`src/rtl/clock_pkg.sv`:
```
// Shared types and helpers for the hh:mm:ss timekeeping core.
package clock_pkg;

    typedef enum logic [1:0] {
        FIELD_SEC  = 2'd0,
        FIELD_MIN  = 2'd1,
        FIELD_HOUR = 2'd2,
        FIELD_RSVD = 2'd3
    } field_e;

    localparam logic [6:0] MOD_SEC  = 7'd60;
    localparam logic [6:0] MOD_MIN  = 7'd60;
    localparam logic [6:0] MOD_HOUR = 7'd24;

    typedef struct packed {
        logic [4:0] hour;
        logic [5:0] min;
        logic [5:0] sec;
    } hms_t;

    // One modular add/subtract; returns {carry_or_borrow, value}.
    // Callers keep amt below the modulus, so at most one carry/borrow occurs.
    function automatic logic [7:0] mod_step(input logic [6:0] v, input logic [6:0] amt,
                                            input logic up, input logic [6:0] modulus);
        logic [6:0] sum;
        logic [7:0] res;
        if (up) begin
            sum = v + amt;
            res = (sum >= modulus) ? {1'b1, sum - modulus} : {1'b0, sum};
        end else begin
            res = (v >= amt) ? {1'b0, v - amt} : {1'b1, v + modulus - amt};
        end
        return res;
    endfunction

    // Add/subtract amt to one field; carry/borrow ripples only upward, hour wraps.
    function automatic hms_t hms_add(input hms_t t, input field_e f,
                                     input logic [6:0] amt, input logic up);
        logic [7:0] s, m, h;
        logic [6:0] amt_m, amt_h;
        hms_t r;
        s     = mod_step({1'b0, t.sec}, (f == FIELD_SEC) ? amt : 7'd0, up, MOD_SEC);
        amt_m = (f == FIELD_MIN) ? amt : {6'd0, s[7]};
        m     = mod_step({1'b0, t.min}, amt_m, up, MOD_MIN);
        amt_h = (f == FIELD_HOUR) ? amt : {6'd0, m[7]};
        h     = mod_step({2'b0, t.hour}, amt_h, up, MOD_HOUR);
        r.sec  = 6'(s[6:0]);
        r.min  = 6'(m[6:0]);
        r.hour = 5'(h[6:0]);
        return r;
    endfunction

endpackage

```
`src/rtl/rtc_timekeeper_if.sv`:
```
// Control, adjust, alarm and time-output bundle of the timekeeper.
interface rtc_timekeeper_if #(parameter int unsigned N_LED = 10);
    logic             run;
    logic             mode12;
    logic             adj_valid;
    logic [1:0]       adj_field;
    logic             adj_dir;
    logic [5:0]       adj_amt;
    logic             alarm_en;
    logic [4:0]       alarm_h;
    logic [5:0]       alarm_m;
    logic             alarm_ack;
    logic [4:0]       hour;
    logic [5:0]       min;
    logic [5:0]       sec;
    logic [4:0]       hour_disp;
    logic             pm;
    logic             tick;
    logic             adj_err;
    logic             ringing;
    logic [N_LED-1:0] led;

    modport master (
        output run, mode12, adj_valid, adj_field, adj_dir, adj_amt,
               alarm_en, alarm_h, alarm_m, alarm_ack,
        input  hour, min, sec, hour_disp, pm, tick, adj_err, ringing, led
    );

    modport slave (
        input  run, mode12, adj_valid, adj_field, adj_dir, adj_amt,
               alarm_en, alarm_h, alarm_m, alarm_ack,
        output hour, min, sec, hour_disp, pm, tick, adj_err, ringing, led
    );
endinterface

```
`src/rtl/rtc_prescaler.sv`:
```
// Divides the system clock down to a one-second tick request.
module rtc_prescaler #(
    parameter int unsigned TICK_DIV = 50000000
) (
    input  logic clk,
    input  logic reset,
    input  logic run,
    output logic tick_req
);
    localparam int unsigned CW = (TICK_DIV > 1) ? $clog2(TICK_DIV) : 1;
    localparam logic [CW-1:0] TERM = CW'(TICK_DIV - 1);

    logic [CW-1:0] cnt;

    // Free-running divider, parked at zero while time is frozen.
    always_ff @(posedge clk) begin
        if (reset || !run)  cnt <= '0;
        else if (cnt == TERM) cnt <= '0;
        else                cnt <= cnt + 1'b1;
    end

    assign tick_req = run && (cnt == TERM);
endmodule

```
`src/rtl/rtc_timekeeper.sv`:
```
// hh:mm:ss timekeeper: tick/adjust arbitration, 12/24 h display, alarm, progress bar.
module rtc_timekeeper
    import clock_pkg::*;
#(
    parameter int unsigned TICK_DIV  = 50000000,
    parameter int unsigned INIT_H    = 0,
    parameter int unsigned INIT_M    = 0,
    parameter int unsigned INIT_S    = 0,
    parameter int unsigned N_LED     = 10,
    parameter int unsigned RING_SECS = 60
) (
    input logic             clk,
    input logic             reset,
    rtc_timekeeper_if.slave bus
);
    localparam hms_t T_INIT = '{hour: 5'(INIT_H), min: 6'(INIT_M), sec: 6'(INIT_S)};
    localparam int unsigned RCW = $clog2(RING_SECS + 1);
    localparam logic [RCW-1:0] RING_LAST = RCW'(RING_SECS - 1);

    hms_t           t, t_tick, t_adj;
    logic           tick_req, tick_pending, tick_go, adj_ok, match;
    logic           tick_q, adj_err_q, ringing_q;
    logic [RCW-1:0] ring_cnt;
    logic [6:0]     amt;
    logic [4:0]     hour_disp;
    logic [11:0]    sec_scaled;
    logic [N_LED-1:0] led;

    rtc_prescaler #(.TICK_DIV(TICK_DIV)) u_presc (
        .clk      (clk),
        .reset    (reset),
        .run      (bus.run),
        .tick_req (tick_req)
    );

    assign amt     = {1'b0, bus.adj_amt};
    // An adjust owns the cycle; a tick (new or deferred) goes through otherwise.
    assign tick_go = !bus.adj_valid && (tick_req || tick_pending);
    assign t_tick  = hms_add(t, FIELD_SEC, 7'd1, 1'b1);
    assign t_adj   = hms_add(t, field_e'(bus.adj_field), amt, bus.adj_dir);
    assign match   = (t_tick.sec == 6'd0) && (t_tick.min == bus.alarm_m) &&
                     (t_tick.hour == bus.alarm_h);

    // Adjust is legal only for a real field and a magnitude below its modulus.
    always_comb begin
        adj_ok = 1'b0;
        case (field_e'(bus.adj_field))
            FIELD_SEC:  adj_ok = amt < MOD_SEC;
            FIELD_MIN:  adj_ok = amt < MOD_MIN;
            FIELD_HOUR: adj_ok = amt < MOD_HOUR;
            default:    adj_ok = 1'b0;
        endcase
    end

    // Time registers; a tick colliding with an adjust is parked for one cycle.
    always_ff @(posedge clk) begin
        if (reset) begin
            t            <= T_INIT;
            tick_pending <= 1'b0;
            tick_q       <= 1'b0;
            adj_err_q    <= 1'b0;
        end else begin
            tick_q    <= tick_go;
            adj_err_q <= bus.adj_valid && !adj_ok;
            if (bus.adj_valid) begin
                if (adj_ok) t <= t_adj;
                tick_pending <= tick_pending || tick_req;
            end else if (tick_go) begin
                t            <= t_tick;
                // Pending and fresh request together: apply one, keep the other.
                tick_pending <= tick_pending && tick_req;
            end
        end
    end

    // Alarm: ack/disable first, then a tick landing on hh:mm:00, then ring timeout.
    always_ff @(posedge clk) begin
        if (reset) begin
            ringing_q <= 1'b0;
            ring_cnt  <= '0;
        end else if (bus.alarm_ack || !bus.alarm_en) begin
            ringing_q <= 1'b0;
        end else if (tick_go && match) begin
            ringing_q <= 1'b1;
            ring_cnt  <= '0;
        end else if (tick_go && ringing_q) begin
            if (ring_cnt == RING_LAST) ringing_q <= 1'b0;
            else                       ring_cnt  <= ring_cnt + 1'b1;
        end
    end

    // 12 h view maps 0 -> 12 and 13..23 -> 1..11.
    always_comb begin
        hour_disp = t.hour;
        if (bus.mode12) begin
            if (t.hour == 5'd0)       hour_disp = 5'd12;
            else if (t.hour > 5'd12)  hour_disp = t.hour - 5'd12;
        end
    end

    assign sec_scaled = 12'(t.sec) * 12'(N_LED);
    for (genvar i = 0; i < N_LED; i++) begin : g_led
        assign led[i] = sec_scaled > 12'(i * 60);
    end

    assign bus.hour      = t.hour;
    assign bus.min       = t.min;
    assign bus.sec       = t.sec;
    assign bus.hour_disp = hour_disp;
    assign bus.pm        = t.hour >= 5'd12;
    assign bus.tick      = tick_q;
    assign bus.adj_err   = adj_err_q;
    assign bus.ringing   = ringing_q;
    assign bus.led       = led;
endmodule

```
`src/flat_wrapper.sv`:
```
// flat-port wrapper written by rule: the top's interface ports become plain ports
module rtc_timekeeper_flat import clock_pkg::*;
#(
    parameter int unsigned TICK_DIV  = 50000000,
    parameter int unsigned INIT_H    = 0,
    parameter int unsigned INIT_M    = 0,
    parameter int unsigned INIT_S    = 0,
    parameter int unsigned N_LED     = 10,
    parameter int unsigned RING_SECS = 60
)
  (clk, reset, bus_run, bus_mode12, bus_adj_valid, bus_adj_field, bus_adj_dir, bus_adj_amt, bus_alarm_en, bus_alarm_h, bus_alarm_m, bus_alarm_ack, bus_hour, bus_min, bus_sec, bus_hour_disp, bus_pm, bus_tick, bus_adj_err, bus_ringing, bus_led);
  rtc_timekeeper_if #(.N_LED(N_LED)) bus_i ();
  input logic clk;
  input logic reset;
  input wire logic [$bits(bus_i.run)-1:0] bus_run;
  input wire logic [$bits(bus_i.mode12)-1:0] bus_mode12;
  input wire logic [$bits(bus_i.adj_valid)-1:0] bus_adj_valid;
  input wire logic [$bits(bus_i.adj_field)-1:0] bus_adj_field;
  input wire logic [$bits(bus_i.adj_dir)-1:0] bus_adj_dir;
  input wire logic [$bits(bus_i.adj_amt)-1:0] bus_adj_amt;
  input wire logic [$bits(bus_i.alarm_en)-1:0] bus_alarm_en;
  input wire logic [$bits(bus_i.alarm_h)-1:0] bus_alarm_h;
  input wire logic [$bits(bus_i.alarm_m)-1:0] bus_alarm_m;
  input wire logic [$bits(bus_i.alarm_ack)-1:0] bus_alarm_ack;
  output wire logic [$bits(bus_i.hour)-1:0] bus_hour;
  output wire logic [$bits(bus_i.min)-1:0] bus_min;
  output wire logic [$bits(bus_i.sec)-1:0] bus_sec;
  output wire logic [$bits(bus_i.hour_disp)-1:0] bus_hour_disp;
  output wire logic [$bits(bus_i.pm)-1:0] bus_pm;
  output wire logic [$bits(bus_i.tick)-1:0] bus_tick;
  output wire logic [$bits(bus_i.adj_err)-1:0] bus_adj_err;
  output wire logic [$bits(bus_i.ringing)-1:0] bus_ringing;
  output wire logic [$bits(bus_i.led)-1:0] bus_led;
  assign bus_i.run = bus_run;
  assign bus_i.mode12 = bus_mode12;
  assign bus_i.adj_valid = bus_adj_valid;
  assign bus_i.adj_field = bus_adj_field;
  assign bus_i.adj_dir = bus_adj_dir;
  assign bus_i.adj_amt = bus_adj_amt;
  assign bus_i.alarm_en = bus_alarm_en;
  assign bus_i.alarm_h = bus_alarm_h;
  assign bus_i.alarm_m = bus_alarm_m;
  assign bus_i.alarm_ack = bus_alarm_ack;
  assign bus_hour = bus_i.hour;
  assign bus_min = bus_i.min;
  assign bus_sec = bus_i.sec;
  assign bus_hour_disp = bus_i.hour_disp;
  assign bus_pm = bus_i.pm;
  assign bus_tick = bus_i.tick;
  assign bus_adj_err = bus_i.adj_err;
  assign bus_ringing = bus_i.ringing;
  assign bus_led = bus_i.led;
  rtc_timekeeper #(.TICK_DIV(TICK_DIV), .INIT_H(INIT_H), .INIT_M(INIT_M), .INIT_S(INIT_S), .N_LED(N_LED), .RING_SECS(RING_SECS)) u_core (.clk(clk), .reset(reset), .bus(bus_i));
endmodule
```
`config.mk`:
```
export PLATFORM = sky130hd
export DESIGN_NAME = rtc_timekeeper_flat
export DESIGN_NICKNAME = d
export VERILOG_FILES = /design/src/rtl/clock_pkg.sv /design/src/rtl/rtc_timekeeper_if.sv /design/src/rtl/rtc_prescaler.sv /design/src/rtl/rtc_timekeeper.sv /design/src/flat_wrapper.sv
export SDC_FILE = /design/constraint.sdc
export NUM_CORES = 1
export LEC_CHECK = 0
export ABC_CLOCK_PERIOD_IN_PS = 7040
export CORE_ASPECT_RATIO = 0.5
export CORE_MARGIN = 2
export CORE_UTILIZATION = 54
export CTS_CLUSTER_SIZE = 10
export DETAILED_ROUTE_END_ITERATION = 10
export GPL_ROUTABILITY_DRIVEN = 1
export PLACE_DENSITY = 0.82
export SKIP_CTS_REPAIR_TIMING = 1
export SLEW_MARGIN = 0
export SYNTH_ARGS = -nofsm -noshare
export SYNTH_HDL_FRONTEND = slang
export SYNTH_SLANG_ARGS = --single-unit
```
`constraint.sdc`:
```
create_clock -name clk -period 7.04 [get_ports clk]
set_input_delay 0.704 -clock clk [delete_from_list [all_inputs] [get_ports clk]]
set_output_delay 0.704 -clock clk [all_outputs]
set_load 0.02 [all_outputs]
```
After elaboration in Yosys (flattened, before gate mapping)
Index checks and enable logic that the tools add are counted.
{"block": "classes", "n_mul": 1, "eq_ne": 8, "bitwise_logic": 1, "muxes": 30, "n_reduce_logical": 27, "n_lt_le_gt_ge": 23, "addsub": 24}
{"operator": "2-to-1 mux 8 bit", "n": 8}
{"operator": "2-to-1 mux 17 bit", "n": 3}
{"operator": "greater-than comparator 10 x 9 -> 1 bit, second input constant", "n": 4}
{"operator": "2-to-1 mux 6 bit", "n": 6}
{"operator": "2-to-1 mux 5 bit", "n": 7}
{"operator": "greater-or-equal comparator 7 x 6 -> 1 bit, second input constant", "n": 4}
{"operator": "subtractor 7 x 6 -> 7 bit, second input constant", "n": 4}
{"operator": "adder 26 x 1 -> 26 bit, second input constant", "n": 1}
{"operator": "== test 26 bit, second input constant", "n": 1}
{"operator": "greater-than comparator 10 x 8 -> 1 bit, second input constant", "n": 2}
{"operator": "adder 6 x 6 -> 7 bit, second input constant", "n": 2}
{"operator": "adder 6 x 7 -> 7 bit", "n": 2}
{"operator": "greater-or-equal comparator 6 x 7 -> 1 bit", "n": 2}
{"operator": "subtractor 6 x 7 -> 7 bit", "n": 2}
{"operator": "subtractor 7 bit", "n": 2}
{"operator": "greater-than comparator 10 x 1 -> 1 bit, second input constant", "n": 1}
{"operator": "greater-than comparator 10 bit, second input constant", "n": 1}
{"operator": "greater-than comparator 10 x 6 -> 1 bit, second input constant", "n": 1}
{"operator": "greater-than comparator 10 x 7 -> 1 bit, second input constant", "n": 1}
{"operator": "subtractor 5 bit", "n": 2}
{"operator": "subtractor 5 bit, second input constant", "n": 2}
{"operator": "multiplier 6 x 3 -> 9 bit, second input constant", "n": 1}
{"operator": "logical AND 1 bit", "n": 8}
{"operator": "adder 5 x 6 -> 7 bit", "n": 1}
{"operator": "other kinds (31)", "n": 46}
{"block": "totals", "word_cells": 123, "ff_bits": 53, "input_bits": 27, "out_inout_bits": 36}

Logic depth before layout (Yosys ltp)
{"block": "depth", "depth_word": 18, "mapped_depth": 38, "depth_no_buf": 38}

Modules after synthesis
Synthesis repeated with hierarchy kept, for this count alone.
{"block": "hier_totals", "hier_cells": 840, "area_unflattened_um2": 6530.0}
{"module": "rtc_timekeeper", "n_inst": 1, "area_each_um2": 5326.4, "cells_each": 697, "seq_area_each_um2": 540.5}
{"module": "rtc_prescaler", "n_inst": 1, "area_each_um2": 1203.7, "cells_each": 143, "seq_area_each_um2": 520.5}

Least setup slack after synthesis
Ideal clock, no wire load.
{"block": "synth_path", "kind": "input port to flip-flop", "start": "input port bus_adj_field[0]", "end": "register u_core.t (netlist bit u_core.bus.hour[4])", "t_arrival_ps": 7272, "required_ps": 6949, "n_path_buf": 1, "path_stages": 38, "setup_slack_ps": -323, "setup_time_ps": 91, "cell_sequence": "nor2_1 nand2_1 inv_1 ha_1 buf_2 a21o_1 nand2_1 xnor2_1 ha_1 a31oi_1 o31ai_1 mux2i_1 o21ai_0 ha_1 nand2b_1 a21oi_1 nor2_1 xnor2_1 (+2 left out) o21ai_0 nor2_1 o31ai_1 a21oi_1 o21ai_0 ha_1 fa_1 a21oi_1 o21bai_1 xor2_1 inv_1 ha_1 nor4_1 nand4_1 o211ai_1 o21ai_0 a221o_1 a311oi_1"}
{"block": "synth_between", "elab_chain_len": 18, "word_cells_on_any_way": 33, "cone_classes": "add/sub: 6; order compare: 6; eq/ne: 3; mux: 15; reduce/logical: 3"}
{"element": "from (decl)", "line": "flat_wrapper.sv:18", "text": "input wire logic [$bits(bus_i.adj_field)-1:0] bus_adj_field;"}
{"element": "zero test 2 bit", "line": "clock_pkg.sv:42, rtc_timekeeper.sv:47"}
{"element": "2-to-1 mux 6 bit", "line": "clock_pkg.sv:42", "text": "s = mod_step({1'b0, t.sec}, (f == FIELD_SEC) ? amt : 7'd0, up, MOD_SEC);"}
{"element": "adder 6 x 7 -> 7 bit", "line": "clock_pkg.sv:28", "text": "sum = v + amt;"}
{"element": "greater-or-equal comparator 7 x 6 -> 1 bit", "line": "clock_pkg.sv:29", "text": "res = (sum >= modulus) ? {1'b1, sum - modulus} : {1'b0, sum};"}
{"element": "2-to-1 mux 8 bit", "line": "clock_pkg.sv:29"}
{"element": "2-to-1 mux 8 bit", "line": "clock_pkg.sv:27", "text": "if (up) begin"}
{"element": "2-to-1 mux 6 bit", "line": "clock_pkg.sv:43", "text": "amt_m = (f == FIELD_MIN) ? amt : {6'd0, s[7]};"}
{"element": "adder 6 x 7 -> 7 bit", "line": "clock_pkg.sv:28"}
{"element": "(+2 left out)"}
{"element": "2-to-1 mux 8 bit", "line": "clock_pkg.sv:27"}
{"element": "2-to-1 mux 6 bit", "line": "clock_pkg.sv:45", "text": "amt_h = (f == FIELD_HOUR) ? amt : {6'd0, m[7]};"}
{"element": "adder 5 x 6 -> 7 bit", "line": "clock_pkg.sv:28"}
{"element": "greater-or-equal comparator 7 x 5 -> 1 bit or subtractor 5 bit (tied branches)", "line": "clock_pkg.sv:29"}
{"element": "2-to-1 mux 5 bit", "line": "clock_pkg.sv:29"}
{"element": "2-to-1 mux 5 bit", "line": "clock_pkg.sv:27"}
{"element": "2-to-1 mux 17 bit", "line": "rtc_timekeeper.sv:66", "text": "if (adj_ok) t <= t_adj;"}
{"element": "2-to-1 mux 17 bit", "line": "rtc_timekeeper.sv:65", "text": "if (bus.adj_valid) begin"}
{"element": "to (signal assigned)", "line": "rtc_timekeeper.sv:66"}
{"element": "to (signal assigned)", "line": "rtc_timekeeper.sv:69", "text": "t <= t_tick;"}
{"element": "to (decl)", "line": "rtc_timekeeper.sv:20", "text": "hms_t t, t_tick, t_adj;"}
Parallel ways exist; a longest one is shown, timed or not. The select of a mux whose other input is x is not followed.
A chain may end at the register's enable or synchronous reset.

Final worst setup path
{"block": "layout_path", "start": "input port bus_adj_field[1]", "end": "register u_core.t (netlist bit u_core.bus.hour[4])"}
The elaborated chain is that of the path after synthesis.

==> results.txt <==
- The repair_antennas step left the layout with diodes totalling 0.
* Maximum number of pins on one net before global-route repair: 29
* Seq/Total Area, Yosys: 0.164
- The largest individual stage delay along the critical path comes from the cell sky130_fd_sc_hd__a221o_1.
- At the worst endpoint, the required time is 7.24 ns.
- Reg-to-Reg Start: u_core.bus.sec[2]
- Yosys printed 0 warnings.
- Fraction of layout cells with a size suffix above 1: 0.182
- In the routed design, unresolved DRC markers number 0.
- Power per cell area: 146 nW/um^2
* Max-slew violations: 0
* Total power after layout: 1.21 mW
- Among cell families on the critical path, the largest total delay comes from compound AO/OA/AOI/OAI gates.
- Cell Area, Placed: 7680 um^2
- The flow ran to the end, and the final reports show no timing, DRC or antenna violations.
- The average instance in the mapped netlist occupies 7.60 um^2.
- Hold path cells: 1
- Routability congestion estimate: 0.931
- Critical path's most frequent cell: sky130_fd_sc_hd__ha_2
* Largest incremental delay on the critical path: 0.33 ns
- Count of state elements after synthesis: 53
* Hold WC Path Type: reg -> reg
- In the finished design, the share of the clock period the worst path needs comes to 0.975.
- Number of clock sinks seen by CTS: 53
- Worst r2r path cells: 35
* Path length in cells of the critical path: 38
- Detailed Routing Iterations Pass 1: 6
- The first global-routing pass estimated 28300 um of wire.
- Number of H-tree levels: 2
* Final worst clock skew: 0.00994 ns
- The number of nets handed over by synthesis was 970.
- Total GRT Usage: 0.267
* Worst setup path startpoint: bus_adj_field[1]
- Initial cell density of the core: 0.551
- Measured along the x axis, the die boundary spans 159 um.
* Number of global-route vias before repair: 6074
* Latest clock arrival within the worst-skew pair: 0.30 ns
- After detailed routing, the number of vias per cell comes to 5.91.
- Post-CTS clock slew at the launch and capture registers of the worst setup and hold paths: 0.07 ns
- The filler cells instantiated in the layout total 878.
- Clk Tree Root Cell: sky130_fd_sc_hd__clkbuf_16
- Buffers inserted during clock tree synthesis total 5.
* Total wire length after detailed routing: 18900 um
- Post-route standard cell area excluding fillers: 8270 um^2
- Of all nets on the critical path, the largest fanout is 6.
- The floorplan has 28 rows.
* Post-layout net count: 1091
- After global routing the overflow that remains totals 0.
* Die Outline Area: 12900 um^2
* Peak clock frequency supported by timing: 0.146 GHz
- # setup viols final: 0
- Highest routing layer actually used: met4
- For the worst setup path, the data arrival time is 7.06 ns.
- Across the run, the number of max-cap violations was 0.
* Number of top-level pins: 63
- Placeable core region: 11700 um^2
- TritonCTS built the clock tree.
- In the final layout, the multi-input gates occupy 5250 um^2.
* Post-synth design cell area: 6470 um^2
- The wire-length estimate of the detail-placed layout is 13500 um.
* Most used flip-flop cell after synthesis: sky130_fd_sc_hd__dfxtp_1
- Longest Clk Path Bufs: 2
* Routed length per instance: 16.6 um
- Met1 wire length: 8000 um
* Final hold violation count: 0
- The worst pin sits at a relative slew slack of 0.340.
- Vias after detailed routing: 6731
* Count of buffers inserted at the top-level ports: 62
- Counting both buffers and inverters, the worst setup path holds a total of 2.
- The critical path is of the in -> reg type.
- The worst path needs 6.86 ns of the cycle, external delays included.
- Crit path capture type: register
* DR iter-0 viols: 637
- Post-synth EDFFs: 0
* Number of distinct standard cells referenced by the synthesized netlist: 77
- Summed over all cells, the static leakage comes to 3.61 nW.
- Of all flip-flops after synthesis, the portion carrying an async set or reset was 0.
- The floorplan step set the die height to 81.4 um.
- Detail Route met3 WL: 1200 um
- Summing all flip-flop and latch instances after layout gives 1060 um^2.
- In the detailed route, the total length drawn on met2 is 9220 um.
* Tightest Pin Transition: 0.987 ns
- The worst hold path begins at u_core.u_presc.cnt[0].
* Number of antenna violations at the first check in global routing: 0
* Post-synthesis to final-layout area growth: 27.9%
- Counting every instance in the synthesized netlist gives 851.
- IR analysis of the VDD net gives a maximum drop of 0.0000979 V.
* Antenna Nets Post-Route: 0
- STA classifies the critical path startpoint as an input pin.
cell usage in the layout (no fill, tap or decap), drive strengths merged, types with 20 or more instances in the layout:
master	Yosys	layout
nor3	20	20
ha	78	78
o21ai	41	41
xor2	26	26
xnor2	50	50
dfxtp	53	53
nand2	72	72
clkdlybuf4s50	0	57
nand4	20	20
nand3	26	26
a21oi	60	60
inv	76	77
nor2	81	81
buf	7	91
layer usage:
metal | GRT usage | vias to the layer above
li1 | - | 3221
met1 | 0.327 | 3175
met2 | 0.496 | 284
met3 | 0.0398 | 51
met4 | 0.0826 | 0
met5 | 0 | -
cell type report:
cell class | instances | share of cell area
inverter | 78 | 0.0354
sequential | 53 | 0.128
multi-input combinational | 683 | 0.635
clock inverter | 2 | 0.00197
tap | 165 | 0.0250
clock buffer | 6 | 0.0168
timing repair buffer | 151 | 0.158
worst reg2reg max path: cells and delay by family, from the launching register on:
family	cells	cell delay [ns]
xor+xnor	3	0.66
buf+inv	2	0.20
mux	1	0.13
flops	1	0.52
compound gates	15	2.76
simple gates	7	0.60
fa+ha+maj	7	1.66
state kept, by name, indices dropped and copies added, names as in the netlist:
name / cells
u_core.tick_pending: 1
u_core.u_presc.cnt: 26
u_core.bus.adj_err: 1
u_core.bus.ringing: 1
u_core.bus.tick: 1
u_core.bus.hour: 5
u_core.bus.min: 6
u_core.bus.sec: 6
u_core.ring_cnt: 6
report_power, final:
group	internal (mW)	switching, mW	total (mW)
combinational	0.288	0.324	0.612
clock	0.143	0.122	0.265
sequential	0.308	0.0232	0.331
total	0.740	0.469	1.21
metrics by stage:
step	setup TNS, ns	cells	utilization	setup slack [ns]	hold slack, ns
after floorplan	0	851	-	0.00577	0.430
after global placement	-0.946	1115	0.654	-0.482	0.444
after detailed placement	-1.70	1115	0.654	-0.848	0.458
after CTS	-1.16	1123	0.668	-0.586	0.475
after global routing	-0.249	1138	0.705	-0.131	0.489
final	0	1138	0.705	0.178	0.473
final timing paths:
kind                                 to  slack (ns)
setup / recovery     u_core.bus.hour[4]        0.18
hold reg to reg   u_core.u_presc.cnt[0]        0.47
setup reg to reg     u_core.bus.hour[4]        0.41
hold / removal    u_core.u_presc.cnt[0]        0.47
cells by family after synthesis:
family          Yosys count  share of synthesized area
compound gates          200                      0.207
buf+inv                 115                     0.0733
xor+xnor                 76                      0.103
simple gates            297                      0.230
mux                      18                     0.0286
flops                    53                      0.164
fa+ha+maj                92                      0.194
synth_stat cells (all sizes together) (3+ instances only):
master,count,share of area
a211oi,12,0.015
a21boi,3,0.0035
a21o,9,0.011
a21oi,60,0.046
a311oi,4,0.0054
a31oi,7,0.0068
and2,7,0.0068
and3,8,0.0079
and4,5,0.0070
buf,7,0.0075
clkbuf,30,0.021
dfxtp,53,0.16
fa,14,0.043
ha,78,0.15
inv,76,0.044
mux2,4,0.0070
mux2i,14,0.022
nand2,72,0.042
nand2b,7,0.0068
nand3,26,0.020
nand3b,5,0.0058
nand4,20,0.019
nand4b,4,0.0054
nor2,81,0.047
nor2b,13,0.013
nor3,20,0.015
nor3b,3,0.0035
nor4,6,0.0077
o211a,4,0.0062
o211ai,10,0.012
o21a,9,0.010
o21ai,41,0.032
o21bai,4,0.0046
o221ai,3,0.0041
o311ai,3,0.0041
o31ai,5,0.0058
or3,13,0.013
xnor2,50,0.068
xor2,26,0.035
Power figures use the tool's default switching activity.
